--- src/rtl/sha256_compress_pipe_if.sv ---
// Block-in / digest-out handshake bundle for sha256_compress_pipe.
// mode_224 is present only when SHA256_COMPRESS_SHA224_EN is defined.
interface sha256_compress_pipe_if;
  logic         blk_valid;
  logic         blk_ready;
  logic [511:0] blk_data;
  logic         blk_first;
  logic         blk_last;
  logic         dig_valid;
  logic         dig_ready;
  logic [255:0] dig_data;
  logic         busy;
`ifdef SHA256_COMPRESS_SHA224_EN
  logic         mode_224;

  modport master (
    output blk_valid, blk_data, blk_first, blk_last, dig_ready, mode_224,
    input  blk_ready, dig_valid, dig_data, busy
  );
  modport slave (
    input  blk_valid, blk_data, blk_first, blk_last, dig_ready, mode_224,
    output blk_ready, dig_valid, dig_data, busy
  );
`else
  modport master (
    output blk_valid, blk_data, blk_first, blk_last, dig_ready,
    input  blk_ready, dig_valid, dig_data, busy
  );
  modport slave (
    input  blk_valid, blk_data, blk_first, blk_last, dig_ready,
    output blk_ready, dig_valid, dig_data, busy
  );
`endif
endinterface

--- src/rtl/sha256_compress_pipe.sv ---
// Iterative SHA-256 compression core, ROUNDS_PER_CYCLE rounds per clock, message schedule on the fly.
// Define SHA256_COMPRESS_SHA224_EN to add the mode_224 input (SHA-224 IVs and truncated digest).
module sha256_compress_pipe #(
  parameter int ROUNDS_PER_CYCLE = 1,
  parameter bit OUT_HOLD         = 1
) (
  input logic                   clk,
  input logic                   rst,
  sha256_compress_pipe_if.slave bus
);
  localparam int         R        = ROUNDS_PER_CYCLE;
  localparam logic [6:0] CNT_STEP = 7'(ROUNDS_PER_CYCLE);

  localparam logic [31:0] K [64] = '{
    32'h428a2f98, 32'h71374491, 32'hb5c0fbcf, 32'he9b5dba5, 32'h3956c25b, 32'h59f111f1, 32'h923f82a4, 32'hab1c5ed5,
    32'hd807aa98, 32'h12835b01, 32'h243185be, 32'h550c7dc3, 32'h72be5d74, 32'h80deb1fe, 32'h9bdc06a7, 32'hc19bf174,
    32'he49b69c1, 32'hefbe4786, 32'h0fc19dc6, 32'h240ca1cc, 32'h2de92c6f, 32'h4a7484aa, 32'h5cb0a9dc, 32'h76f988da,
    32'h983e5152, 32'ha831c66d, 32'hb00327c8, 32'hbf597fc7, 32'hc6e00bf3, 32'hd5a79147, 32'h06ca6351, 32'h14292967,
    32'h27b70a85, 32'h2e1b2138, 32'h4d2c6dfc, 32'h53380d13, 32'h650a7354, 32'h766a0abb, 32'h81c2c92e, 32'h92722c85,
    32'ha2bfe8a1, 32'ha81a664b, 32'hc24b8b70, 32'hc76c51a3, 32'hd192e819, 32'hd6990624, 32'hf40e3585, 32'h106aa070,
    32'h19a4c116, 32'h1e376c08, 32'h2748774c, 32'h34b0bcb5, 32'h391c0cb3, 32'h4ed8aa4a, 32'h5b9cca4f, 32'h682e6ff3,
    32'h748f82ee, 32'h78a5636f, 32'h84c87814, 32'h8cc70208, 32'h90befffa, 32'ha4506ceb, 32'hbef9a3f7, 32'hc67178f2
  };

  // Element 0 (H0 / a) is the rightmost word of each packed constant.
  localparam logic [7:0][31:0] IV_256 = {
    32'h5be0cd19, 32'h1f83d9ab, 32'h9b05688c, 32'h510e527f,
    32'ha54ff53a, 32'h3c6ef372, 32'hbb67ae85, 32'h6a09e667
  };

  typedef enum logic [1:0] {S_IDLE, S_ROUND, S_FINAL, S_OUT} state_t;

  state_t            state_reg, state_next;
  logic [7:0][31:0]  chain_reg;
  logic [7:0][31:0]  work_reg, work_next;
  logic [15:0][31:0] win_reg, win_next, blk_words;
  logic [6:0]        cnt_reg;
  logic              last_reg;
  logic [7:0][31:0]  iv_sel;
  logic [255:0]      digest;
  logic [31:0]       ext [16+R];
  logic [7:0][31:0]  round_st;
  logic [5:0]        k_idx;

  function automatic logic [31:0] ror(input logic [31:0] x, input int n);
    return (x >> n) | (x << (32 - n));
  endfunction

  function automatic logic [31:0] big_s0(input logic [31:0] x);
    return ror(x, 2) ^ ror(x, 13) ^ ror(x, 22);
  endfunction

  function automatic logic [31:0] big_s1(input logic [31:0] x);
    return ror(x, 6) ^ ror(x, 11) ^ ror(x, 25);
  endfunction

  function automatic logic [31:0] small_s0(input logic [31:0] x);
    return ror(x, 7) ^ ror(x, 18) ^ (x >> 3);
  endfunction

  function automatic logic [31:0] small_s1(input logic [31:0] x);
    return ror(x, 17) ^ ror(x, 19) ^ (x >> 10);
  endfunction

  function automatic logic [7:0][31:0] sha_round(input logic [7:0][31:0] s,
                                                 input logic [31:0] k, input logic [31:0] w);
    logic [31:0]      t1, t2;
    logic [7:0][31:0] r;
    t1   = s[7] + big_s1(s[4]) + ((s[4] & s[5]) ^ (~s[4] & s[6])) + k + w;
    t2   = big_s0(s[0]) + ((s[0] & s[1]) ^ (s[0] & s[2]) ^ (s[1] & s[2]));
    r    = {s[6:0], t1 + t2};
    r[4] = s[3] + t1;
    return r;
  endfunction

  for (genvar gi = 0; gi < 16; gi++) begin : g_blk_words
    assign blk_words[gi] = bus.blk_data[511-32*gi -: 32];
  end

  for (genvar gi = 0; gi < 8; gi++) begin : g_digest
    assign digest[255-32*gi -: 32] = chain_reg[gi];
  end

`ifdef SHA256_COMPRESS_SHA224_EN
  localparam logic [7:0][31:0] IV_224 = {
    32'hbefa4fa4, 32'h64f98fa7, 32'h68581511, 32'hffc00b31,
    32'hf70e5939, 32'h3070dd17, 32'h367cd507, 32'hc1059ed8
  };
  logic mode_reg;

  assign iv_sel = bus.mode_224 ? IV_224 : IV_256;
  assign bus.dig_data = (state_reg != S_OUT) ? 256'h0 :
                        mode_reg ? {digest[255:32], 32'h0} : digest;

  always_ff @(posedge clk or posedge rst) begin
    if (rst)
      mode_reg <= 1'b0;
    else if (state_reg == S_IDLE && bus.blk_valid && bus.blk_first)
      mode_reg <= bus.mode_224;
  end
`else
  assign iv_sel = IV_256;
  assign bus.dig_data = (state_reg == S_OUT) ? digest : 256'h0;
`endif

  assign bus.blk_ready = (state_reg == S_IDLE);
  assign bus.dig_valid = (state_reg == S_OUT);
  assign bus.busy      = (state_reg != S_IDLE);

  // ext[0..15] is the live window W[t..t+15]; ext[16..] extends it by R freshly scheduled words.
  always_comb begin
    for (int i = 0; i < 16; i++) ext[i] = win_reg[i];
    for (int j = 0; j < R; j++)
      ext[16+j] = small_s1(ext[14+j]) + ext[9+j] + small_s0(ext[1+j]) + ext[j];
    round_st = work_reg;
    k_idx    = cnt_reg[5:0];
    for (int j = 0; j < R; j++) begin
      k_idx    = cnt_reg[5:0] + 6'(j);
      round_st = sha_round(round_st, K[k_idx], ext[j]);
    end
    work_next = round_st;
    for (int i = 0; i < 16; i++) win_next[i] = ext[i+R];
  end

  always_ff @(posedge clk or posedge rst) begin
    if (rst) state_reg <= S_IDLE;
    else     state_reg <= state_next;
  end

  always_comb begin
    state_next = state_reg;
    case (state_reg)
      S_IDLE:  if (bus.blk_valid) state_next = S_ROUND;
      S_ROUND: if (cnt_reg + CNT_STEP >= 7'd64) state_next = S_FINAL;
      S_FINAL: state_next = last_reg ? S_OUT : S_IDLE;
      S_OUT:   if (!OUT_HOLD || bus.dig_ready) state_next = S_IDLE;
      default: state_next = S_IDLE;
    endcase
  end

  always_ff @(posedge clk or posedge rst) begin
    if (rst) begin
      chain_reg <= IV_256;
      work_reg  <= '0;
      win_reg   <= '0;
      cnt_reg   <= '0;
      last_reg  <= 1'b0;
    end else begin
      case (state_reg)
        S_IDLE: if (bus.blk_valid) begin
          win_reg  <= blk_words;
          last_reg <= bus.blk_last;
          cnt_reg  <= '0;
          // A first block restarts the chain so FINAL adds onto the IVs.
          if (bus.blk_first) begin
            chain_reg <= iv_sel;
            work_reg  <= iv_sel;
          end else begin
            work_reg  <= chain_reg;
          end
        end
        S_ROUND: begin
          work_reg <= work_next;
          win_reg  <= win_next;
          cnt_reg  <= (cnt_reg >= 7'd64) ? cnt_reg : cnt_reg + CNT_STEP;
        end
        S_FINAL: for (int i = 0; i < 8; i++) chain_reg[i] <= chain_reg[i] + work_reg[i];
        default: ;
      endcase
    end
  end
endmodule
--- src/flat_wrapper.sv ---
// flat-port wrapper written by rule: the top's interface ports become plain ports
module sha256_compress_pipe_flat 
#(
  parameter int ROUNDS_PER_CYCLE = 1,
  parameter bit OUT_HOLD         = 1
)
  (clk, rst, bus_blk_valid, bus_blk_data, bus_blk_first, bus_blk_last, bus_dig_ready, bus_blk_ready, bus_dig_valid, bus_dig_data, bus_busy);
  sha256_compress_pipe_if bus_i ();
  input logic clk;
  input logic rst;
  input wire logic [$bits(bus_i.blk_valid)-1:0] bus_blk_valid;
  input wire logic [$bits(bus_i.blk_data)-1:0] bus_blk_data;
  input wire logic [$bits(bus_i.blk_first)-1:0] bus_blk_first;
  input wire logic [$bits(bus_i.blk_last)-1:0] bus_blk_last;
  input wire logic [$bits(bus_i.dig_ready)-1:0] bus_dig_ready;
  output wire logic [$bits(bus_i.blk_ready)-1:0] bus_blk_ready;
  output wire logic [$bits(bus_i.dig_valid)-1:0] bus_dig_valid;
  output wire logic [$bits(bus_i.dig_data)-1:0] bus_dig_data;
  output wire logic [$bits(bus_i.busy)-1:0] bus_busy;
  assign bus_i.blk_valid = bus_blk_valid;
  assign bus_i.blk_data = bus_blk_data;
  assign bus_i.blk_first = bus_blk_first;
  assign bus_i.blk_last = bus_blk_last;
  assign bus_i.dig_ready = bus_dig_ready;
  assign bus_blk_ready = bus_i.blk_ready;
  assign bus_dig_valid = bus_i.dig_valid;
  assign bus_dig_data = bus_i.dig_data;
  assign bus_busy = bus_i.busy;
  sha256_compress_pipe #(.ROUNDS_PER_CYCLE(ROUNDS_PER_CYCLE), .OUT_HOLD(OUT_HOLD)) u_core (.clk(clk), .rst(rst), .bus(bus_i));
endmodule
--- config.mk ---
export PLATFORM = sky130hd
export DESIGN_NAME = sha256_compress_pipe_flat
export DESIGN_NICKNAME = d
export VERILOG_FILES = /design/src/rtl/sha256_compress_pipe_if.sv /design/src/rtl/sha256_compress_pipe.sv /design/src/flat_wrapper.sv
export SDC_FILE = /design/constraint.sdc
export NUM_CORES = 2
export LEC_CHECK = 0
export CAP_MARGIN = 5
export CELL_PAD_IN_SITES_DETAIL_PLACEMENT = 1
export CELL_PAD_IN_SITES_GLOBAL_PLACEMENT = 1
export CORE_MARGIN = 2
export CORE_UTILIZATION = 44
export CTS_CLUSTER_DIAMETER = 200
export DETAILED_ROUTE_END_ITERATION = 8
export GPL_TIMING_DRIVEN = 0
export MAX_ROUTING_LAYER = met4
export PLACE_DENSITY = 0.89
export SETUP_SLACK_MARGIN = 0.05
export SLEW_MARGIN = 20
export SYNTH_ARGS = -nofsm -noshare
export SYNTH_HDL_FRONTEND = slang
export SYNTH_SLANG_ARGS = --single-unit
--- constraint.sdc ---
create_clock -name clk -period 41.7 [get_ports clk]
set_input_delay 8.34 -clock clk [delete_from_list [all_inputs] [get_ports clk]]
set_output_delay 8.34 -clock clk [all_outputs]
set_load 0.05 [all_outputs]
==> metrics.cfg <==
[status]
status=completed

[global_routing]
overflow=0
grt_use_met3=0.149
grtUsageMet1=0.551
grt_max_degree=105
grt_pass1_vias=81906
gr-usage-met2=0.712
track_usage=0.492
grt_pass1_wl_um=585000
grt_busiest_layer=met2
antenna_found_initial=62

[placement]
portBuffers=775
dpl.cell_count=11918
place_ws_ps=28510
hpwl_um=325000
place_congestion=1.12

[worst_setup_path]
crit_buf_inv=5
cp_max_fo=13
path_cells=buf_2 > clkbuf_2 > clkbuf_1 > clkbuf_1 > and3_1 > clkdlybuf4s50_1
cp_slowest_cell=clkdlybuf4s50_1
critPathKind=register to output port
cp_slowest_stage_delay_ps=860
cp.arrival_ps=5020
start_kind=register
crit_top_cell=clkbuf_1
crit_path_end_kind=output port
critPathTopFamily=buffers and inverters
cp.required_ps=33360

[clock_network]
cts_root_buffer=clkbuf_16
clkTransAtPathRegs_ps=60
post_cts_resize_count=0
cts_tree=yes
cts_setup_buffers=0
htreeDepth=3
cts_buffer_depth=3
numCtsBuffers=118
ctsHoldBuffers=0
worstSkewPairLatency_ps=800
cts.sinks=1034

[die]
rows=150
start_util=0.442
dieArea_sq_um=171000
io_pins=777
fp.dieH_um=414
coreArea_sq_um=167000
die_x_um=414

[yosys]
synth_top_cell_by_area=dfrtp_1
ys_async_sr_fraction=1.00
avgSynthCellArea_sq_um=8.28
syn_nets=10022
synth-edff-count=0
yosysUniqueCellTypes=96
synthFlopType=dfrtp_1
yosys_warnings=0
syn_area_sq_um=73800
synth.ff_latch_count=1034
synth_area_leaders=dfrtp_1 30%, nand2_1 7.5%, ha_1 6.6%
seq_area_frac_synth=0.353
yosysTopAreaCellShare=0.304
netlist_instances=8919

[drt]
drt_wl_total_um=417000
firstDrtPassIters=9
ant_nets=0
vias_per_cell=6.55
drtIter0Drc=10182
wl_per_cell_um=34.1
via_count=80058
drc=0

[layout]
final_core_util=0.536
final_cells=12225
nFillCells=19794
largest_reg_flops=512
syn_to_final_growth_pct=21.1
final_net_count=10938
drive_gt1_frac=0.0506

[timing]
slew_viol_final=0
slew_headroom=0.113
fin_setup_tns_ps=0
final-hold-violation-count=0
rsz0062_at_grt=no
worst_pin_slew_ps=1330
clock.fmax_mhz=74.8
setup_viol=0
post-route-period-util=0.321
setup_ws_ps=28340
period_minus_slack_ps=13370
clock_skew_ps=44.8

[job]
maxCapViolations=0

[worst_hold_path]
min_path_type=register to register

cell usage in the layout, fill, tap and decap left out, drive strengths merged, types with 20 or more instances in the layout:
cell type,instances
nand2,1467
dfrtp,898
nor2,811
clkbuf,795
clkdlybuf4s50,775
o21ai,654
a21oi,578
a31oi,535
ha,390
xnor2,377
and3,292
inv,280
fa,195
xor2,184
or3,149
a21o,139
dfstp,136
nor3,114
nand3,103
nor3b,99
nor2b,82
diode,81
a211oi,66
o22ai,63
nand2b,59
buf,58
o21a,56
o211ai,47
o21bai,46
o31ai,34
clkinv,33
mux2i,30
maj3,22
mux2,22
or2,21
and2,20
stage by stage:
step	hold slack (ps)	area, sq um
after floorplan	447	73800
after global placement	461	84300
after detailed placement	467	84900
after CTS	482	89100
after global routing	521	89400
final	480	89400
worst register-to-register path, delay by kind of cell (launching register included):
kind	cells	cell delay [ps]
AOI/OAI and AO/OA	15	4330
xor gates and xnor gates	3	700
adders and majority gates	8	3600
buffers and inverters	4	1740
DFF	1	590
muxes	1	620
and+or+nand+nor	4	800
final timing paths:
path                                     start                  end  slack (ps)  cells past startpoint
max                        u_core.state_reg[0]    bus_dig_data[245]       28340                      6
min                            u_core.last_reg      u_core.last_reg         480                      2
max reg2reg                  u_core.cnt_reg[1]  u_core.round_st[63]       29160                     35
min reg2reg                    u_core.last_reg      u_core.last_reg         480                      2
max in group asynchronous                  rst      u_core.ext[356]       31780                      5
min in group asynchronous                  rst       u_core.ext[84]        7980                      2
final cells by class:
cell class              count  area [sq um]  share of cell area
inverters                 278          1050              0.0118
repair buffers            796          8270              0.0925
clock buffers             165          3360              0.0376
well taps                2204          2760              0.0308
multi-input cells        6940         44300               0.495
diodes                     81           203             0.00227
plain buffers             667          2570              0.0287
clock inverters            60           871             0.00974
flip-flops and latches   1034         26000               0.291
cell usage after synthesis, drive strengths merged (184+ instances only):
| cell type | number |
|---|---|
| inv | 277 |
| ha | 390 |
| a31oi | 535 |
| nor2 | 811 |
| clkbuf | 629 |
| and3 | 292 |
| o21ai | 654 |
| xor2 | 184 |
| fa | 195 |
| dfrtp | 898 |
| nand2 | 1467 |
| xnor2 | 377 |
| a21oi | 578 |
layer usage:
metal	wire length, um	vias up
met3	45900	1795
met4	44200	0
met5	0	-
met1	148000	39828
met2	179000	5416
li1	-	33019
cell families (layout without fill, tap and decap cells):
| kind of cell | Yosys count | after routing | share of synthesized area |
|---|---|---|---|
| compound gates | 2438 | 2438 | 0.203 |
| xor+xnor | 561 | 561 | 0.0666 |
| simple gates | 3279 | 3279 | 0.199 |
| fa+ha+maj | 607 | 607 | 0.122 |
| buf+inv | 945 | 1966 | 0.0481 |
| other cells | 0 | 81 | 0 |
| mux | 55 | 55 | 0.00834 |
| flops | 1034 | 1034 | 0.353 |
Power is left out: the tool's default activity adds up to more than one toggle a clock period on the data nets, which glitch-free logic cannot reach.
